## config.mk

```make
export PLATFORM = sky130hd
export DESIGN_NAME = player_move_ctrl
export DESIGN_NICKNAME = d
export VERILOG_FILES = /design/src/rtl/player_move_ctrl.sv
export SDC_FILE = /design/constraint.sdc
export NUM_CORES = 1
export LEC_CHECK = 0
export ABC_AREA = 0
export BUFFER_PORTS_ARGS = -buffer_cell sky130_fd_sc_hd__clkbuf_2
export CORE_ASPECT_RATIO = 0.9
export CORE_MARGIN = 2
export CORE_UTILIZATION = 55
export DETAILED_ROUTE_END_ITERATION = 12
export PLACE_DENSITY_LB_ADDON = 0.1
export SLEW_MARGIN = 20
export SYNTH_ARGS = -nofsm -noshare
export SYNTH_HDL_FRONTEND = slang
export SYNTH_SLANG_ARGS = --single-unit
export TNS_END_PERCENT = 50
```

## constraint.sdc

```tcl
create_clock -name i_Clk -period 3.8 [get_ports i_Clk]
set_input_delay 0.19 -clock i_Clk [delete_from_list [all_inputs] [get_ports i_Clk]]
set_output_delay 0.19 -clock i_Clk [all_outputs]
set_load 0.01 [all_outputs]
```

## src/rtl/player_move_ctrl.sv

```systemverilog
// Player movement controller: debounces four switches, moves the player one grid cell
// per press, and runs the PLAY/WIN/DEAD respawn FSM. Optional macro: PLAYER_AUTOREPEAT_EN.
module player_move_ctrl #(
    parameter int COLS            = 20,
    parameter int ROWS            = 15,
    parameter int SPAWN_X         = 10,
    parameter int SPAWN_Y         = 14,
    parameter int GOAL_ROW        = 1,
    parameter int DEBOUNCE_CYCLES = 250000,
    parameter int HOLD_CYCLES     = 12500000,
    parameter int REPEAT_CYCLES   = 5000000
) (
    input  logic       i_Clk,
    input  logic       i_Rst,
    input  logic       i_player_up,
    input  logic       i_player_down,
    input  logic       i_player_left,
    input  logic       i_player_right,
    input  logic       i_hit,
    output logic [9:0] o_player_x,
    output logic [9:0] o_player_y,
    output logic       o_level_up,
    output logic [1:0] o_state
);

    localparam logic [1:0] ST_PLAY = 2'd0;
    localparam logic [1:0] ST_WIN  = 2'd1;
    localparam logic [1:0] ST_DEAD = 2'd2;

    localparam int DB_W   = $clog2(DEBOUNCE_CYCLES + 1);
    localparam int HOLD_W = $clog2(HOLD_CYCLES + 1);

    localparam logic [DB_W-1:0]   DB_LAST   = DB_W'(DEBOUNCE_CYCLES - 1);
    localparam logic [HOLD_W-1:0] HOLD_LAST = HOLD_W'(HOLD_CYCLES - 1);
    localparam logic [9:0]        MAX_X     = 10'(COLS - 1);
    localparam logic [9:0]        MAX_Y     = 10'(ROWS - 1);
    localparam logic [9:0]        SP_X      = 10'(SPAWN_X);
    localparam logic [9:0]        SP_Y      = 10'(SPAWN_Y);
    localparam logic [9:0]        GOAL      = 10'(GOAL_ROW);

    // Bit order everywhere: [0] up, [1] down, [2] left, [3] right.
    logic [3:0]        raw;
    logic [3:0]        sync1;
    logic [3:0]        sync2;
    logic [3:0]        db_level;
    logic [3:0]        db_prev;
    logic [DB_W-1:0]   db_cnt [4];
    logic [3:0]        edge_req;
    logic [3:0]        move_req;

    logic [1:0]        state;
    logic [9:0]        pos_x;
    logic [9:0]        pos_y;
    logic [9:0]        y_up;
    logic [9:0]        y_dn;
    logic              arrived;
    logic              level_up;
    logic [HOLD_W-1:0] hold_cnt;

    assign raw      = {i_player_right, i_player_left, i_player_down, i_player_up};
    assign edge_req = db_level & ~db_prev;
    assign y_up     = pos_y - 10'd1;
    assign y_dn     = pos_y + 10'd1;

    always_ff @(posedge i_Clk or posedge i_Rst) begin
        if (i_Rst) begin
            sync1 <= '0;
            sync2 <= '0;
        end else begin
            sync1 <= raw;
            sync2 <= sync1;
        end
    end

    // The counter only advances while the synchronised input disagrees with the accepted level.
    always_ff @(posedge i_Clk or posedge i_Rst) begin
        if (i_Rst) begin
            db_level <= '0;
            db_prev  <= '0;
            for (int i = 0; i < 4; i++) begin
                db_cnt[i] <= '0;
            end
        end else begin
            db_prev <= db_level;
            for (int i = 0; i < 4; i++) begin
                if (sync2[i] == db_level[i]) begin
                    db_cnt[i] <= '0;
                end else if (db_cnt[i] == DB_LAST) begin
                    db_level[i] <= sync2[i];
                    db_cnt[i]   <= '0;
                end else begin
                    db_cnt[i] <= db_cnt[i] + 1'b1;
                end
            end
        end
    end

`ifdef PLAYER_AUTOREPEAT_EN
    localparam int REP_W = $clog2(REPEAT_CYCLES + 1);
    localparam logic [REP_W-1:0] REP_LAST = REP_W'(REPEAT_CYCLES - 1);

    logic [REP_W-1:0] rep_cnt;
    logic             one_dir;
    logic             rep_fire;

    assign one_dir  = $onehot(db_level);
    assign rep_fire = (state == ST_PLAY) && one_dir && (edge_req == 4'b0) && (rep_cnt == REP_LAST);
    assign move_req = edge_req | (rep_fire ? db_level : 4'b0);

    always_ff @(posedge i_Clk or posedge i_Rst) begin
        if (i_Rst) begin
            rep_cnt <= '0;
        end else if ((state != ST_PLAY) || !one_dir || (edge_req != 4'b0) || rep_fire) begin
            rep_cnt <= '0;
        end else begin
            rep_cnt <= rep_cnt + 1'b1;
        end
    end
`else
    assign move_req = edge_req;
`endif

    // A hit beats a pending win or move; 'arrived' marks that a move just landed on the goal row.
    always_ff @(posedge i_Clk or posedge i_Rst) begin
        if (i_Rst) begin
            state    <= ST_PLAY;
            pos_x    <= SP_X;
            pos_y    <= SP_Y;
            arrived  <= 1'b0;
            level_up <= 1'b0;
            hold_cnt <= '0;
        end else begin
            level_up <= 1'b0;
            case (state)
                ST_PLAY: begin
                    if (i_hit) begin
                        state    <= ST_DEAD;
                        arrived  <= 1'b0;
                        hold_cnt <= '0;
                    end else if (arrived) begin
                        state    <= ST_WIN;
                        level_up <= 1'b1;
                        arrived  <= 1'b0;
                        hold_cnt <= '0;
                    end else if (move_req[0]) begin
                        if (pos_y != 10'd0) begin
                            pos_y   <= y_up;
                            arrived <= (y_up == GOAL);
                        end
                    end else if (move_req[1]) begin
                        if (pos_y != MAX_Y) begin
                            pos_y   <= y_dn;
                            arrived <= (y_dn == GOAL);
                        end
                    end else if (move_req[2]) begin
                        if (pos_x != 10'd0) begin
                            pos_x <= pos_x - 10'd1;
                        end
                    end else if (move_req[3]) begin
                        if (pos_x != MAX_X) begin
                            pos_x <= pos_x + 10'd1;
                        end
                    end
                end
                ST_WIN, ST_DEAD: begin
                    if (hold_cnt == HOLD_LAST) begin
                        state    <= ST_PLAY;
                        pos_x    <= SP_X;
                        pos_y    <= SP_Y;
                        hold_cnt <= '0;
                    end else begin
                        hold_cnt <= hold_cnt + 1'b1;
                    end
                end
                default: begin
                    state <= ST_PLAY;
                end
            endcase
        end
    end

    assign o_player_x = pos_x;
    assign o_player_y = pos_y;
    assign o_level_up = level_up;
    assign o_state    = state;

endmodule
```

* Word level (Yosys, flattened, before mapping)
Index checks and enable logic that the tools add are counted.
Word-level totals: bits in registers 136, latch bits 0, memory bits (writable) 0, ROM bits 0, output and inout bits 23, logic and storage cells 115, memories 0
Operators by class: add/subtract/negate cells 9, multiply operators 0, div/mod/pow operators 0, order comparisons 0, equal/unequal tests 27, shift operators 0, multiplexer cells 43, bitwise logic cells 6, reduce and logical (&&, ||, !) cells 13
Operators by type and width (count):
- $mux 10 | 16
- $mux 18 | 8
- $add 18x1->18 const B | 4
- $eq 18x18->1 const B | 4
- $mux 24 | 3
- $pmux 24 s2 | 1
- $pmux 10 s2 | 2
- $add 24x1->24 const B | 1
- $eq 24x24->1 const B | 1
- $ne 3x3->1 const B | 7
- $add 10x1->10 const B | 2
- $eq 10x1->1 const B | 2
- $reduce_bool 10->1 | 2
- $sub 10x1->10 const B | 2
- $reduce_and 2->1 | 6
- $ne 10x4->1 const B | 1
- $ne 10x5->1 const B | 1
- $ne 2x2->1 const B | 5
- $mux 1 | 9
- $reduce_and 9->1 | 1
- $reduce_and 7->1 | 1
- $mux 2 | 3
- $and 4x4->4 | 1
- $eq 1x1->1 | 4
- other kinds (8) | 11

* Depth between registers and ports, before layout
depth after elaboration 9, depth in mapped cells 10, mapped depth without buffers 9

* Least setup slack after synthesis
OpenSTA, ideal clock, no wires.
path kind reg-to-reg, from register db_level[2], to register pos_x[9] (netlist: o_player_x[9]), setup time 0.142 ns, arrival time 2.407 ns, path slack 1.251 ns, stages on the path, launching flop included 11, path buffers 1, cells stage by stage dfrtp_1 > nand2b_1 > clkbuf_1 > inv_1 > ha_1 > a211o_1 > a211o_1 > a2111oi_0 > nor3b_1 > nand3_1 > o221ai_1
On the way: longest elaborated chain between the ends 7, elaborated cells on any way between the ends 11, classes of those cells 3 x eq/ne; 6 x mux; 1 x bitwise; 1 x reduce/logical
RTL lines:
- start, declared | line 45 | logic [3:0] db_level;
- start signal, assigned by index | line 89 | db_level[i] <= sync2[i];
- $and 4x4->4 (*) | line 61 | assign edge_req = db_level & ~db_prev;
- $mux 10 | line 155 | end else if (move_req[2]) begin
- $mux 10 | line 150 | end else if (move_req[1]) begin
- $mux 10 | line 145 | end else if (move_req[0]) begin
- $mux 10 | line 140 | end else if (arrived) begin
- $mux 10 | line 136 | if (i_hit) begin
- $pmux 10 s2 | line 134 | case (state)
- end signal, assigned | line 157 | pos_x <= pos_x - 10'd1;
- end signal, assigned | line 161 | pos_x <= pos_x + 10'd1;
- end, declared | line 52 | logic [9:0] pos_x;
Every way passes the cells marked *; elsewhere a longest branch is shown, timed or not. The select of a mux whose other input is x is not followed. A chain may end at the register's enable or synchronous reset.

* Worst setup path after layout
Ends and elaborated chain as after synthesis.

==> impl_metrics.csv <==
group,metric,value,unit
grt,grt_pass1_wl,24800,um
drt,viasPerCell,5.63,
drt,post-route-drc-count,0,
synth,synth_area_leaders,"dfrtp_1 (45%), nor2_1 (7.0%), xor2_1 (6.5%)",
cells_and_area,antennaDiodeCount,0,
floorplanning,start_util,56.7,%
clock_network,cts_resized,0,
synth,synth-edff-count,0,
power_and_ir_drop,vdd_drop_max,0.339,mV
drt,final_antenna_net_count,0,
min_path,hold_depth,2,
grt,overflow,0,
placed_design,dp_hpwl,9370,um
cells_and_area,final.fill_count,1041,
synth,ys_seq_area_share,47.0,%
sta,tightest_slew,782,ps
critical_path,reg2reg_from,"db_level[2]$_DFFE_PP0P_",
synth,synth_nets,782,
critical_path,crit_path_max_fanout,10,
clock_network,root_buffer,"clkbuf_16",
power_and_ir_drop,pwr-share-comb,2.2,%
drt,dr.pass1.iters,4,
sta,slew_violations,0,
synth,ys.flop_type,"dfrtp_1",
cells_and_area,area_growth,12.3,%
run,cap_viol_max_count,0,
power_and_ir_drop,clock_power_share,51.5,%
grt,grtUsageTotal,21.4,%
synth,synthXorXnorAreaFrac,11.4,%
sta,min_period_over_period,72.8,%
drt,avgRoutedWirePerCell,14.7,um
grt,busiest_layer,"met2",
synth,synth_top_family_by_area,"simple AND/OR/NAND/NOR gates",
critical_path,slowest_stage,"dfrtp_1",
synth,synth_top_area_cell,"dfrtp_1",
outcome,status,"complete, no violations",
grt,grt_pass1_vias,5276,
critical_path,critical_path_class,"reg -> reg",
critical_path,cp_slowest_stage_delay,410,ps
synth,synthSimpleGateAreaFrac,24.8,%
clock_network,h-tree-depth,4,
power_and_ir_drop,seq_power_share,46.2,%
clock_network,path_clk_slew,60,ps
critical_path,cpMostUsedCell,"a211o_1",
min_path,min_from,"i_hit",
cells_and_area,final_layout_size_suffix_gt1_share,11.9,%
critical_path,reg2reg_to,"o_player_x[9]$_DFFE_PP0P_",
sta,max_freq,361,MHz
critical_path,endpoint_kind,"flip-flop",
power_and_ir_drop,p_sw_share,21.1,%
floorplanning,fp.dieW,125,um
synth,synth_cell_type_count,74,
sta,skew,5.04,ps
grt,use_met3,4.26,%
floorplanning,dieArea,0.0141,mm2
grt,antenna_found_initial,0,
synth,syn_area,0.00725,mm2
clock_network,clock_path_buffers,2,
min_path,hold_path_class,"in -> reg",
power_and_ir_drop,power.net_switching,0.673,mW
drt,wirelength,14200,um
synth,syn_area_per_cell,9.57,um2
placed_design,port_buffers,29,
sta,finalHoldViolations,0,
floorplanning,ios,30,
grt,grtUsageMet2,34.6,%
sta,setup_violations,0,
drt,initialDrtViolationCount,486,
cells_and_area,nNetsFinal,812,
floorplanning,rows,39,
placed_design,gp_congestion,0.841,
critical_path,reg2reg_depth,9,
power_and_ir_drop,p_int,2.51,mW
synth,synth_top_cell_area_share,45.2,%
sta,slew_headroom,47.8,%
power_and_ir_drop,power.density,392,mW/mm2
critical_path,crit_start,"db_level[2]$_DFFE_PP0P_",
synth,synth_mux_area_share,0.932,%
synth,synth_compound_area_share,8.94,%
critical_path,worstPathArrival,3050,ps
sta,whs,116,ps
floorplanning,coreArea,0.0128,mm2
grt,grtUsageMet1,28.7,%
sta,rsz0062_at_grt,"false",
critical_path,crit_path_start_kind,"flip-flop",
clock_network,cts.sinks,136,
floorplanning,die_h,113,um
critical_path,cp.required,4080,ps
synth,synthCells,757,
clock_network,cts_buffers,17,
min_path,hold_end,"o_state[1]$_DFFE_PP0P_",
clock_network,cts_tree,"built",
synth,yosysWarnings,0,
sta,finalSetupTns,0,ps
synth,async_reset_ff_share,100,%
synth,synth_fa_ha_area_share,3.21,%
drt,routed-via-count,5424,
synth,ys_seq_elements,136,
critical_path,r2r_slack,1030,ps
sta,period_minus_slack,2770,ps
critical_path,crit_chain,"nand2b_1 > inv_1 > ha_1 > a211o_1 > a211o_1 > a2111oi_0 > nor3b_1 > nand3_1 > o221ai_1",
power_and_ir_drop,leakagePower,3.63,nW
clock_network,worstSkewPairLatency,420,ps
clock_network,post_cts_buffers,0,
grt,grt_max_degree,90,
placed cells by master, fill, tap and decap left out, drive strengths merged, types with 3 or more instances in the layout:
cell type	count
a211o	3
a21o	3
a21oi	20
a31oi	4
and2	4
and3	17
buf	6
bufinv	3
clkbuf	49
clkinv	6
clkinvlp	3
dfrtp	131
dfstp	5
dlygate4sd3	5
ha	17
inv	27
mux2	6
nand2	48
nand2b	12
nand3	59
nand3b	3
nand4	14
nor2	135
nor2b	7
nor3	19
nor4	21
o21ai	18
o31ai	6
o41ai	3
or3	9
xnor2	40
xor2	54
critical path, delay by kind of cell, from the launching register on:
kind                     cells  cell delay [ps]
buffers and inverters        1              240
adder cells (fa/ha/maj)      1              360
AND/OR/NAND/NOR              3              450
flip-flops                   1              410
AO/OA/AOI/OAI                4             1160
registers in the layout (all words and copies together), names as in the netlist, 2 cells and up:
name / cells
sync1: 4
db_cnt: 72
o_state: 2
o_player_x: 10
db_level: 4
hold_cnt: 24
o_player_y: 10
db_prev: 4
sync2: 4
stage by stage:
stage / instances / area (um2) / worst slack (ps) / total power, mW / utilization, %
after detailed placement: 926 / 7480 / 1100 / 1.57 / 58.5
after floorplan: 757 / 7250 / 1250 / 1.55 / -
after global placement: 926 / 7480 / 1190 / 1.56 / 58.5
after CTS: 962 / 8110 / 1030 / 3.22 / 63.4
final: 964 / 8140 / 1030 / 3.19 / 63.7
after global routing: 964 / 8140 / 796 / 3.30 / 63.7
final cells by class:
cell class              count  area [um2]  area share [%]
multi-input cells         565        3570            43.8
flip-flops and latches    136        3410            41.9
clock buffers              20         437            5.36
repair buffers             40         265            3.26
well taps                 164         205            2.52
clock inverters            12         151            1.86
inverters                  27         105            1.29
power by group through the flow:
stage	clock network (mW)	logic [mW]	registers, mW
after floorplan	0	0.0493	1.50
after global placement	0	0.0662	1.50
after detailed placement	0	0.0680	1.50
after CTS	1.67	0.0716	1.47
after global routing	1.74	0.0835	1.47
final	1.64	0.0711	1.47
synthesized netlist by cell type, types with 5 or more instances:
cell type / number
nor3_1: 18
buf_2: 12
clkbuf_1: 8
inv_1: 27
o21ai_0: 17
xnor2_1: 40
or3_1: 9
dfrtp_1: 131
o31ai_1: 6
nand4_1: 14
and3_1: 17
nor4_1: 19
xor2_1: 54
nand2_1: 48
dfstp_2: 5
a21oi_1: 20
nor2b_1: 7
nand2b_1: 11
mux2_2: 6
nand3_1: 57
ha_1: 17
nor2_1: 135
per-layer routing:
metal  vias to the layer above  share of wire, %
li1                       2683                 -
met1                      2656                49
met2                        72                47
met3                        13               3.0
met4                         0               1.2
met5                         -                 0
timing repair:
action | CTS | global route
endpoints found under the hold margin | 4 | 16
hold buffers | 4 | 1
endpoints found under the setup margin | 0 | 0
worst max path at each step:
stage                                      endpoint  depth (start not counted)  slack (ps)
after floorplan           o_player_x[9]$_DFFE_PP0P_                         10        1250
after global placement    o_player_x[9]$_DFFE_PP0P_                          9        1190
after detailed placement   hold_cnt[23]$_DFFE_PP0P_                          8        1100
after CTS                  hold_cnt[23]$_DFFE_PP0P_                          8        1030
after global routing      o_player_x[9]$_DFFE_PP0P_                          9         800
final                     o_player_x[9]$_DFFE_PP0P_                          9        1030
kinds of logic (layout without fill, tap and decap cells):
logic type	Yosys count	in the layout
simple gates	360	360
mux	6	6
xor+xnor	94	94
buf+inv	56	99
fa+ha+maj	18	18
flops	136	136
compound gates	87	87
Note: power is estimated with default switching activity, not from simulation.
